$ cat config.mk
export PLATFORM = sky130hd
export DESIGN_NAME = sub_pipe
export DESIGN_NICKNAME = d
export VERILOG_FILES = /design/src/rtl/sub_pipe.sv
export SDC_FILE = /design/constraint.sdc
export NUM_CORES = 1
export LEC_CHECK = 0
export CORE_ASPECT_RATIO = 1.75
export CORE_MARGIN = 4
export CORE_UTILIZATION = 46
export DETAILED_ROUTE_END_ITERATION = 12
export PLACE_DENSITY_LB_ADDON = 0.12
export SLEW_MARGIN = 25
export SYNTH_ARGS = -nofsm -noshare
export SYNTH_HDL_FRONTEND = slang
export SYNTH_SLANG_ARGS = --single-unit
$ cat constraint.sdc
create_clock -name clk -period 1.5 [get_ports clk]
set_input_delay 0.3 -clock clk [delete_from_list [all_inputs] [get_ports clk]]
set_output_delay 0.3 -clock clk [all_outputs]
set_load 0.1 [all_outputs]
$ cat src/rtl/sub_pipe.sv
// Pipelined two's-complement subtractor: a + ~b + 1 through a Kogge-Stone carry
// prefix split over three register stages, with valid/ready on both sides.
module sub_pipe #(
    parameter int WIDTH = 64,
    parameter int TAG_W = 6
) (
    input  logic             clk,
    input  logic             rst_n,
    input  logic             flush,
    input  logic             in_valid,
    output logic             in_ready,
    input  logic [WIDTH-1:0] a,
    input  logic [WIDTH-1:0] b,
    input  logic [TAG_W-1:0] in_tag,
    output logic             out_valid,
    input  logic             out_ready,
    output logic [WIDTH-1:0] diff,
    output logic             borrow,
    output logic             ovf,
    output logic             zero,
    output logic [TAG_W-1:0] out_tag
);
    localparam int LVL  = $clog2(WIDTH);
    localparam int LVL1 = (LVL + 1) / 2;
    localparam logic [WIDTH-1:0] ONE = WIDTH'(1);

    logic v1_q, v1_d, v2_q, v2_d, v3_q, v3_d;
    logic ld1, ld2, ld3, accept;

    logic [TAG_W-1:0] tag1_q, tag1_d, tag2_q, tag2_d, tag3_q, tag3_d;
    logic [WIDTH-1:0] p1_q, p1_d, gg1_q, gg1_d, gp1_q, gp1_d;
    logic [WIDTH-1:0] p2_q, p2_d, gg2_q, gg2_d;
    logic             sa1_q, sa1_d, sb1_q, sb1_d, sa2_q, sa2_d, sb2_q, sb2_d;
    logic [WIDTH-1:0] diff_q, diff_d;
    logic             borrow_q, borrow_d, ovf_q, ovf_d, zero_q, zero_d;

    logic [WIDTH-1:0] nb, g_s1, p_s1, g_s2, p_s2, sum;

    // A stage loads when the one after it is empty or draining this cycle.
    always_comb begin
        ld3      = out_ready || !v3_q;
        ld2      = !v2_q || ld3;
        ld1      = !v1_q || ld2;
        in_ready = ld1 && !flush;
        accept   = in_valid && in_ready;
        v1_d     = flush ? 1'b0 : (ld1 ? accept : v1_q);
        v2_d     = flush ? 1'b0 : (ld2 ? v1_q : v2_q);
        v3_d     = flush ? 1'b0 : (ld3 ? v2_q : v3_q);
    end

    // Stage 1: bitwise g/p with the +1 carry-in folded into bit 0, first prefix levels.
    always_comb begin
        nb      = ~b;
        g_s1    = a & nb;
        g_s1[0] = a[0] | nb[0];
        p_s1    = a ^ nb;
        for (int k = 0; k < LVL1; k++) begin
            g_s1 = g_s1 | (p_s1 & (g_s1 << (1 << k)));
            p_s1 = p_s1 & ((p_s1 << (1 << k)) | ((ONE << (1 << k)) - ONE));
        end
        tag1_d = tag1_q;
        p1_d   = p1_q;
        gg1_d  = gg1_q;
        gp1_d  = gp1_q;
        sa1_d  = sa1_q;
        sb1_d  = sb1_q;
        if (accept) begin
            tag1_d = in_tag;
            p1_d   = a ^ nb;
            gg1_d  = g_s1;
            gp1_d  = p_s1;
            sa1_d  = a[WIDTH-1];
            sb1_d  = b[WIDTH-1];
        end
    end

    // Stage 2: remaining prefix levels; only the group generate is needed afterwards.
    always_comb begin
        g_s2 = gg1_q;
        p_s2 = gp1_q;
        for (int k = LVL1; k < LVL; k++) begin
            g_s2 = g_s2 | (p_s2 & (g_s2 << (1 << k)));
            p_s2 = p_s2 & ((p_s2 << (1 << k)) | ((ONE << (1 << k)) - ONE));
        end
        tag2_d = tag2_q;
        p2_d   = p2_q;
        gg2_d  = gg2_q;
        sa2_d  = sa2_q;
        sb2_d  = sb2_q;
        if (ld2 && v1_q) begin
            tag2_d = tag1_q;
            p2_d   = p1_q;
            gg2_d  = g_s2;
            sa2_d  = sa1_q;
            sb2_d  = sb1_q;
        end
    end

    // Stage 3: carry into bit i is the group generate of bits below it.
    always_comb begin
        sum      = p2_q ^ {gg2_q[WIDTH-2:0], 1'b1};
        tag3_d   = tag3_q;
        diff_d   = diff_q;
        borrow_d = borrow_q;
        ovf_d    = ovf_q;
        zero_d   = zero_q;
        if (ld3 && v2_q) begin
            tag3_d   = tag2_q;
            diff_d   = sum;
            borrow_d = !gg2_q[WIDTH-1];
            ovf_d    = (sa2_q ^ sb2_q) & (sa2_q ^ sum[WIDTH-1]);
            zero_d   = (sum == '0);
        end
    end

    always_ff @(posedge clk or negedge rst_n) begin
        if (!rst_n) begin
            v1_q     <= 1'b0;
            v2_q     <= 1'b0;
            v3_q     <= 1'b0;
            tag1_q   <= '0;
            tag2_q   <= '0;
            tag3_q   <= '0;
            p1_q     <= '0;
            gg1_q    <= '0;
            gp1_q    <= '0;
            p2_q     <= '0;
            gg2_q    <= '0;
            sa1_q    <= 1'b0;
            sb1_q    <= 1'b0;
            sa2_q    <= 1'b0;
            sb2_q    <= 1'b0;
            diff_q   <= '0;
            borrow_q <= 1'b0;
            ovf_q    <= 1'b0;
            zero_q   <= 1'b0;
        end else begin
            v1_q     <= v1_d;
            v2_q     <= v2_d;
            v3_q     <= v3_d;
            tag1_q   <= tag1_d;
            tag2_q   <= tag2_d;
            tag3_q   <= tag3_d;
            p1_q     <= p1_d;
            gg1_q    <= gg1_d;
            gp1_q    <= gp1_d;
            p2_q     <= p2_d;
            gg2_q    <= gg2_d;
            sa1_q    <= sa1_d;
            sb1_q    <= sb1_d;
            sa2_q    <= sa2_d;
            sb2_q    <= sb2_d;
            diff_q   <= diff_d;
            borrow_q <= borrow_d;
            ovf_q    <= ovf_d;
            zero_q   <= zero_d;
        end
    end

    assign out_valid = v3_q;
    assign diff      = diff_q;
    assign borrow    = borrow_q;
    assign ovf       = ovf_q;
    assign zero      = zero_q;
    assign out_tag   = tag3_q;

endmodule

==> results of run 1 <==
-- power groups by stage --
| stage | combinational, W | clock (W) | sequential, W |
|---|---|---|---|
| 3_5_place_dp | 0.0150 | 0 | 0.0147 |
| 6_report | 0.0182 | 0.0107 | 0.0152 |
| 3_3_place_gp | 0.0148 | 0 | 0.0146 |
| 2_1_floorplan | 0.00394 | 0 | 0.0186 |
| 5_1_grt | 0.0189 | 0.0110 | 0.0154 |
| 4_1_cts | 0.0159 | 0.0105 | 0.0146 |
-- cells by family (layout without fill, tap and decap cells) --
kind of cell	Yosys count	in the layout
compound gates	493	493
fa+ha+maj	64	64
buf+inv	241	904
mux	17	17
xor+xnor	63	63
simple gates	873	879
flops	404	404
-- metrics by stage --
step | setup slack [ps] | cells | total power, W
floorplan | -300 | 2155 | 0.0225
global placement | -693 | 3148 | 0.0294
detailed placement | -714 | 3148 | 0.0297
CTS | -393 | 3288 | 0.0410
global route | -530 | 3374 | 0.0453
finish | -562 | 3374 | 0.0442
-- layout make-up --
| type | count | share of cell area (%) |
|---|---|---|
| Multi-Input combinational cell | 1516 | 35.0 |
| Tap cell | 550 | 2.07 |
| Timing Repair Buffer | 733 | 27.4 |
| Clock inverter | 12 | 0.425 |
| Sequential cell | 404 | 30.4 |
| Inverter | 102 | 1.15 |
| Clock buffer | 57 | 3.59 |
-- flip-flops by register name (all words and copies together), names as in the netlist, 6 cells and up --
| name | cells |
|---|---|
| diff | 64 |
| tag2_q | 6 |
| gg2_q | 64 |
| tag1_q | 6 |
| gg1_q | 64 |
| gp1_q | 56 |
| p2_q | 64 |
| p1_q | 64 |
| out_tag | 6 |
-- worst paths after layout --
path	end	slack [ps]
max in group asynchronous	gg2_q[21]	520
worst min register to register	borrow	460
worst min-delay path	gg2_q[5]	220
min in group clk	tag1_q[1]	310
worst max register to register	zero	-560
worst max-delay path	zero	-560
-- per-layer routing --
| layer | vias to the layer above | GRT usage, % | part of all wire [%] |
|---|---|---|---|
| li1 | 8545 | - | - |
| met1 | 10100 | 33.4 | 32 |
| met2 | 1421 | 50.2 | 49 |
| met3 | 544 | 3.42 | 8.6 |
| met4 | 0 | 14.2 | 10 |
| met5 | - | 0 | 0 |
-- critical path: cells and delay by family, from the launching register on --
family | cells | cell delay (ps)
compound gates | 1 | 250
xor+xnor | 1 | 260
flops | 1 | 430
buf+inv | 1 | 190
simple gates | 3 | 860
-- what timing repair did --
action | CTS | global route
hold endpoints to repair | 173 | 0
endpoints found under the setup margin | 212 | 405
pin swaps | 98 | 287
hold buffers | 1 | 0
gates cloned | 33 | 51
buffers inserted | 70 | 52
gates resized for setup | 229 | 822
-- Yosys cell counts (all sizes together), types with 2 or more instances --
cell    number
nand2      675
dfrtp      404
a21oi      141
o21ai      136
inv        102
nor2        96
clkbuf      88
nand4       71
ha          64
xnor2       63
a21o        62
o31ai       53
buf         51
o21a        29
o21bai      28
o211ai      27
o41ai       11
mux2i       10
nor3         9
mux2         7
nand3        4
nor2b        4
a31oi        3
and2         3
nand2b       3
or4          2
==> reports/qor.csv, run 1 <==
metric,value,unit
status,"finished, violations left",
violated checks,setup timing,
Hold Fails Final Rpt,0,
routed wire length,87100,um
FILL cells,2043,
Final Instance Area,33300,um^2
clock share of power,24.2,%
DRT antenna net count,0,
global route overflow,0,
GPL Wtd Cong,0.901,
Seq. cell area,10100,um^2
Post-Syn Instances,2155,
Cell Rows,98,
I/O pins,214,
GRT Util Overall,28.2,%
Crit. Startpoint,gg2_q[50],
htree depth,2,
Worst VDD drop,1320,uV
syn_area_per_cell,8.90,um^2
Initial Utilization,46.7,%
dominant synthesized flop cell,dfrtp_1,
clock root buffer master,clkbuf_16,
synthesis-stage register bit count,404,
Setup Viol. Count Final,407,
DR WL/cell,25.8,um
placed inst area,25600,um^2
FF-to-FF path depth,6,
final worst slack,-562,ps
Worst EP arrival,2550,ps
max-slew violations,0,
Leakage,16.0,nW
Synth area leader,dfrtp_1,
Int Power,0.0265,W
"EDFF count, synth",0,
worst slew pin tran,490,ps
ant diodes,0,
Pre-antenna DRT Iters,6,
clk sinks,404,
Worst Hold Margin,221,ps
Slew headroom,67.1,%
Crit. End Element,flop,
Hold Crit Class,in -> async,
die height,278,um
Psw,0.0177,W
Via Count,20600,
Worst path max stage delay,530,ps
TritonCTS Buffers,39,
vias in the first global route,18800,
Logic pwr share,41.3,%
worst path required time,1990,ps
share of Yosys cell area claimed by the top area cell type,52.7,%
fin nets,2999,
post-synthesis adder-cell area fraction,4.17,%
maximum clock insertion buffer count,3,
"Net Count, Synth",2358,
yosys synthesis warning count,0,
largest family of logic cells by synthesized area,simple AND/OR/NAND/NOR gates,
# port buffers,213,
"Seq/Total Area, Yosys",52.7,%
largest net degree at the start of global routing,64,
clk_lat worst skew,550,ps
DRT iter0 DRCs,1994,
Reg power frac,34.5,%
CTS tree,built,
first-pass GRT wire length,101000,um
Post-Syn Area,19200,um^2
most frequent cells in the layout,"dfrtp_1, nand2_1, buf_4",
ys async rst share,100,%
full die area,45200,um^2
Critical R2R Launch,gg2_q[50],
final worst path period share,137,%
fin crit period,2060,ps
post-synthesis compound-gate area fraction,15.8,%
core area,41100,um^2
Max Clock Skew,13.7,ps
RSZ-0062 raised after global routing,true,
CP max stage cell,or4_4,
"Reg clk slew, reported paths",70,ps
Synth Area in XOR/XNOR,2.99,%
multiplexer area fraction after synthesis,0.933,%
"most common cell after layout, fill and taps aside",dfrtp_1,
P per Cell Area,1330,nW/um^2
Final Util,81.0,%
DRC,0,
Multi-input gate area,11600,um^2
critical setup path kind,reg -> reg,
Max-cap violations,0,
switch share,40.1,%
post-DP HPWL,43600,um
area grow syn2layout,73.4,%
"critical path, cell by cell","xnor2_2, buf_4, nand4_1, or4_4, nor4_4, a32o_1",
FMAX,485,MHz
simple-gate share of the synthesized area,18.4,%
antenna violations before repair,1,
Yosys cell types,40,
synth top area cells,"dfrtp_1, nand2_1, ha_1",
CP Max Fanout,2,
Setup TNS,-54820,ps
share of cells above drive strength 1,45.7,%
CP startpoint kind,flop,
drt via density,6.10,
die width,162,um
Power figures use the tool's default switching activity.
==> inputs of run 2 (changes only) <==
--- a/config.mk
+++ b/config.mk
@@ -6,10 +6,10 @@
 export NUM_CORES = 1
 export LEC_CHECK = 0
 export CORE_ASPECT_RATIO = 1.75
-export CORE_MARGIN = 4
 export CORE_UTILIZATION = 46
 export DETAILED_ROUTE_END_ITERATION = 12
 export PLACE_DENSITY_LB_ADDON = 0.12
+export REMOVE_ABC_BUFFERS = 1
 export SLEW_MARGIN = 25
 export SYNTH_ARGS = -nofsm -noshare
 export SYNTH_HDL_FRONTEND = slang
==> run 2 against run 1 <==
Net effect: the run still ends with setup timing left; global-route usage grew 7.2 points; cell area up 1.6%; flip-flop and latch count stayed put; setup slack worse by 200 ps; critical path depth unchanged; count of clock-buffer cells in the layout unchanged; worst hold slack gained 25 ps; first-iteration DRC count rose by 8.4%; fmax down 8.7%; clock skew rose by 13 ps; critical path type unchanged; largest power group unchanged; highest routed layer unchanged.
==> reports/qor.csv, run 2 (synthesis gave the netlist of run 1 again) <==
metric,value,unit,change
ant diodes,0,,unchanged
pre-CTS WS,-802,ps,was -714 ps
"most common cell after layout, fill and taps aside",dfrtp_1,,unchanged
fin nets,3034,,was 2999
CP Max Fanout,2,,unchanged
Setup Viol. Count Final,404,,was 407
DRT antenna net count,0,,unchanged
area grow syn2layout,76.2,%,was 73.4%
critical setup path kind,reg -> reg,,unchanged
DRT iter0 DRCs,2161,,was 1994
CP startpoint kind,flop,,unchanged
Worst EP arrival,2750,ps,was 2550 ps
die height,272,um,was 278 um
die width,156,um,was 162 um
Final Instance Area,33800,um^2,was 33300 um^2
worst path required time,1990,ps,about the same
I/O pins,214,,unchanged
worst slew pin tran,1050,ps,was 490 ps
GPL Wtd Cong,0.897,,was 0.901
DR WL/cell,26.7,um,was 25.8 um
Max-cap violations,0,,unchanged
placed inst area,25500,um^2,was 25600 um^2
clk_lat worst skew,570,ps,was 550 ps
"critical path, cell by cell","xnor2_1, buf_4, nand4_1, or4_4, nor3_2, a32o_1",,"was xnor2_2, buf_4, nand4_1, or4_4, nor4_4, a32o_1"
share of cells above drive strength 1,48.0,%,was 45.7%
final worst path period share,151,%,was 137%
clk sinks,404,,unchanged
Final Util,82.5,%,was 81.0%
core area,41000,um^2,was 41100 um^2
TritonCTS Buffers,39,,unchanged
Hold Fails Final Rpt,0,,unchanged
status,"finished, violations left",,unchanged
maximum clock insertion buffer count,3,,unchanged
"Reg clk slew, reported paths",70,ps,about the same
Slew headroom,30.2,%,was 67.1%
Worst VDD drop,1120,uV,was 1320 uV
Leakage,16.3,nW,was 16.0 nW
Seq. cell area,10100,um^2,about the same
Max Clock Skew,26.9,ps,was 13.7 ps
DRC,0,,unchanged
Cell Rows,98,,unchanged
Hold Crit Class,in -> async,,unchanged
largest net degree at the start of global routing,74,,was 64
# port buffers,213,,unchanged
CTS tree,built,,unchanged
post-DP HPWL,45300,um,was 43600 um
full die area,42600,um^2,was 45200 um^2
FILL cells,2055,,was 2043
RSZ-0062 raised after global routing,true,,unchanged
Initial Utilization,46.8,%,was 46.7%
global route overflow,0,,unchanged
final worst slack,-759,ps,was -562 ps
violated checks,setup timing,,unchanged
CP max stage cell,or4_4,,unchanged
Via Count,20900,,was 20600
fin crit period,2260,ps,was 2060 ps
Worst path max stage delay,620,ps,was 530 ps
most frequent cells in the layout,"dfrtp_1, buf_4, nand2_1",,"was dfrtp_1, nand2_1, buf_4"
clock root buffer master,clkbuf_16,,unchanged
GRT Util Overall,35.4,%,was 28.2%
vias in the first global route,20300,,was 18800
max-slew violations,0,,unchanged
Crit. End Element,flop,,unchanged
FMAX,443,MHz,was 485 MHz
drt via density,6.13,,was 6.10
first-pass GRT wire length,113000,um,was 101000 um
htree depth,2,,unchanged
Multi-input gate area,11800,um^2,was 11600 um^2
Pre-antenna DRT Iters,6,,unchanged
P per Cell Area,1320,nW/um^2,was 1330 nW/um^2
antenna violations before repair,0,,was 1
routed wire length,90800,um,was 87100 um
[run 2: changes by cell type in the layout (fill, tap and decap cells not counted), moves of 21 or more]
cell / change
buf_16: +21
buf_4: +45
o21ai_0: -38
nand2_1: -44
clkbuf_16: -23
nand2_4: +31
[run 2: what timing repair did]
| action | in CTS | in global routing |
|---|---|---|
| buffers inserted | 73 | 68 |
| resized for setup | 613 | 718 |
| hold buffers | 1 | 0 |
| setup endpoints to repair | 260 | 414 |
| pin swaps | 262 | 319 |
| cloned | 61 | 18 |
| hold endpoints to repair | 75 | 0 |
[run 2: per-stage QoR]
step / TNS (ps) / power, W / hold slack, ps / std cells
floorplan: -1197280 / 0.0221 / 4.41 / 2016
global placement: -157500 / 0.0293 / 231 / 3170
detailed placement: -157120 / 0.0296 / 232 / 3170
CTS: -54290 / 0.0417 / 251 / 3361
global route: -85970 / 0.0458 / 258 / 3407
finish: -75710 / 0.0447 / 245 / 3407
[run 2: power by group]
part | internal (W) | switching [W] | leakage (nW)
registers | 0.0128 | 0.00247 | 5.02
logic | 0.00787 | 0.0109 | 10.7
clock network | 0.00608 | 0.00458 | 0.649
[run 2: layout make-up]
type                    count  area share (%)
well taps                 550            2.04
flip-flops and latches    404            30.0
inverters                 102            1.13
repair buffers            772            27.9
clock inverters            10           0.463
multi-input cells        1512            35.0
clock buffers              57            3.45
[run 2: final timing paths]
check,start,endpoint,slack (ps),cells after the start
hold / removal,rst_n,p1_q[21],250,2
max in group asynchronous,rst_n,diff[26],440,3
min in group clk,in_tag[1],tag1_q[1],310,3
hold reg to reg,tag2_q[0],tag2_q[0],490,2
setup / recovery,gg2_q[26],zero,-760,6
setup reg to reg,gg2_q[26],zero,-760,6
[run 2: per-layer routing]
metal  track usage (%)  share of wire (%)  wire length (um)
met2              64.3                 49             44900
met5                 0                  0                 0
met1              36.1                 32             28900
met3              4.36                8.4              7620
met4              28.6                 10              9370
[run 2: critical path: cells and delay by family (launching register included)]
family	cells	cell delay, ps
and+or+nand+nor	3	1230
DFF	1	430
xor gates and xnor gates	1	210
buffers and inverters	1	170
AOI/OAI and AO/OA	1	170
==> inputs of run 3 (changes only) <==
--- a/config.mk
+++ b/config.mk
@@ -10,6 +10,7 @@
 export DETAILED_ROUTE_END_ITERATION = 12
 export PLACE_DENSITY_LB_ADDON = 0.12
 export REMOVE_ABC_BUFFERS = 1
+export SKIP_LAST_GASP = 1
 export SLEW_MARGIN = 25
 export SYNTH_ARGS = -nofsm -noshare
 export SYNTH_HDL_FRONTEND = slang
==> constraint.sdc (replaced) <==
create_clock -name clk -period 1.5 [get_ports clk]
set_input_delay 0.3 -clock clk [delete_from_list [all_inputs] [get_ports clk]]
set_output_delay 0.3 -clock clk [all_outputs]
set_load 0.005 [all_outputs]
==> run 3 against run 2 <==
Net effect: the run still ends with setup timing left; wire length decreased by 4.1%; clock skew is 7.3 ps lower; worst hold slack worse by 44 ps; clock power hardly changed; critical path depth shrank 1; setup slack got worse by 120 ps; largest cell class unchanged.
==> reports/qor.csv, run 3 (synthesis gave the netlist of run 1 again) <==
metric,value,unit,change
status,"finished, violations left",,unchanged
violated checks,setup timing,,unchanged
met1 wire length,27400,um,was 28900 um
critical setup path kind,reg -> reg,,unchanged
DRT iter0 DRCs,1571,,was 2161
global route overflow,0,,unchanged
# placed instances,3192,,was 3170
Worst Hold Margin,202,ps,was 245 ps
Final Util,80.0,%,was 82.5%
area grow syn2layout,70.8,%,was 76.2%
final worst slack,-879,ps,was -759 ps
CP Max Fanout,2,,unchanged
RSZ-0062 raised after global routing,true,,unchanged
max-slew violations,0,,unchanged
# port buffers,213,,unchanged
"Reg clk slew, reported paths",70,ps,about the same
Via Count,20500,,was 20900
FILL cells,2306,,was 2055
Max Clock Skew,19.6,ps,was 26.9 ps
worst path required time,1990,ps,about the same
Worst path max stage delay,650,ps,was 620 ps
Hold Crit Class,in -> async,,unchanged
Initial Utilization,46.8,%,unchanged
vias in the first global route,19900,,was 20300
Logic pwr share,32.8,%,was 42.0%
Max-cap violations,0,,unchanged
Hold Fails Final Rpt,0,,unchanged
first-pass GRT wire length,108000,um,was 113000 um
Layout Cells excl Fill,3421,,was 3407
CP max stage cell,or4_1,,was or4_4
I/O pins,214,,unchanged
die width,156,um,unchanged
GRT Util Overall,33.4,%,was 35.4%
P per Cell Area,1150,nW/um^2,was 1320 nW/um^2
CTS tree,built,,unchanged
DRT antenna net count,0,,unchanged
largest net degree at the start of global routing,83,,was 74
fin crit period,2380,ps,was 2260 ps
drt via density,6.00,,was 6.13
Worst VDD drop,777,uV,was 1120 uV
"critical path, cell by cell","xnor2_1, nand4_1, or4_1, nor3_1, a32o_1",,"was xnor2_1, buf_4, nand4_1, or4_4, nor3_2, a32o_1"
core area,41000,um^2,unchanged
Crit. End Element,flop,,unchanged
DRC,0,,unchanged
full die area,42600,um^2,unchanged
Met3 Wirelength,6830,um,was 7620 um
DR WL/cell,25.4,um,was 26.7 um
Setup Viol. Count Final,422,,was 404
share of cells above drive strength 1,43.3,%,was 48.0%
Psw,0.0126,W,was 0.0180 W
CP startpoint kind,flop,,unchanged
Seq. cell area,10100,um^2,about the same
clk sinks,404,,unchanged
Leakage,15.9,nW,was 16.3 nW
clock share of power,27.7,%,was 23.8%
"most common cell after layout, fill and taps aside",dfrtp_1,,unchanged
antenna violations before repair,3,,was 0
clock root buffer master,clkbuf_16,,unchanged
die height,272,um,unchanged
met2 wire length,43200,um,was 44900 um
maximum clock insertion buffer count,3,,unchanged
most frequent cells in the layout,"dfrtp_1, buf_4, nand2_1",,unchanged
TritonCTS Buffers,39,,unchanged
Slew headroom,48.6,%,was 30.2%
GPL Wtd Cong,0.889,,was 0.897
fin nets,3044,,was 3034
DR top layer,met5,,was met4
Pre-antenna DRT Iters,7,,was 6
routed wire length,87100,um,was 90800 um
worst slew pin tran,772,ps,was 1050 ps
final worst path period share,159,%,was 151%
Reg power frac,39.4,%,was 34.2%
htree depth,2,,unchanged
Multi-input gate area,11500,um^2,was 11800 um^2
post-DP HPWL,45100,um,was 45300 um
Cell Rows,98,,unchanged
clk_lat worst skew,560,ps,was 570 ps
Int Power,0.0249,W,was 0.0268 W
FMAX,420,MHz,was 443 MHz
Worst EP arrival,2870,ps,was 2750 ps
switch share,33.6,%,was 40.2%
==> run 3: layer usage <==
metal	vias to the layer above	GRT usage [%]
li1	8626	-
met1	9995	34.7
met2	1296	60.2
met3	599	3.95
met4	4	26.4
met5	-	0
==> run 3: power by group through the flow <==
stage               Combinational, W  Sequential (W)  Clock [W]
floorplan                    0.00354          0.0140          0
global placement             0.00884          0.0142          0
detailed placement           0.00899          0.0143          0
CTS                           0.0101          0.0143     0.0103
global route                  0.0130          0.0150     0.0109
finish                        0.0123          0.0148     0.0104
==> run 3: final timing paths <==
| kind | start | end | slack, ps | depth (start not counted) |
|---|---|---|---|---|
| setup reg to reg | gg2_q[52] | zero | -880 | 5 |
| min in group clk | in_tag[5] | tag1_q[5] | 310 | 3 |
| max in group asynchronous | rst_n | p1_q[56] | 500 | 4 |
| hold reg to reg | gg2_q[63] | borrow | 460 | 1 |
| hold / removal | rst_n | p2_q[25] | 200 | 2 |
| setup / recovery | gg2_q[52] | zero | -880 | 5 |
==> run 3: per-stage QoR <==
| step | setup TNS (ps) | setup WS [ps] | total power, W | instance area, um^2 |
|---|---|---|---|---|
| floorplan | -890130 | -3050 | 0.0176 | 18600 |
| global placement | -161020 | -754 | 0.0231 | 24900 |
| detailed placement | -167280 | -769 | 0.0233 | 24900 |
| CTS | -78700 | -540 | 0.0346 | 29500 |
| global route | -97080 | -863 | 0.0388 | 32800 |
| finish | -79780 | -879 | 0.0376 | 32800 |
==> run 3: worst max-delay path, delay by kind of cell (launching register included) <==
kind,cells,cell delay [ps]
flip-flops,1,410
AO/OA/AOI/OAI,1,230
XOR/XNOR,1,310
AND/OR/NAND/NOR,3,1370
==> run 3: area by class of cell <==
class	count	area share (%)
Antenna cell	1	0.00764
Clock buffer	60	3.68
Clock inverter	10	0.313
Inverter	102	1.17
Multi-Input combinational cell	1512	35.0
Sequential cell	404	30.8
Tap cell	550	2.10
Timing Repair Buffer	782	26.9
==> run 3: timing repair <==
action,CTS,global route
gates resized for setup,559,769
buffers inserted,66,47
gates cloned,49,26
hold buffers,1,0
pin swaps,208,304
endpoints found under the setup margin,379,436
endpoints found under the hold margin,190,0
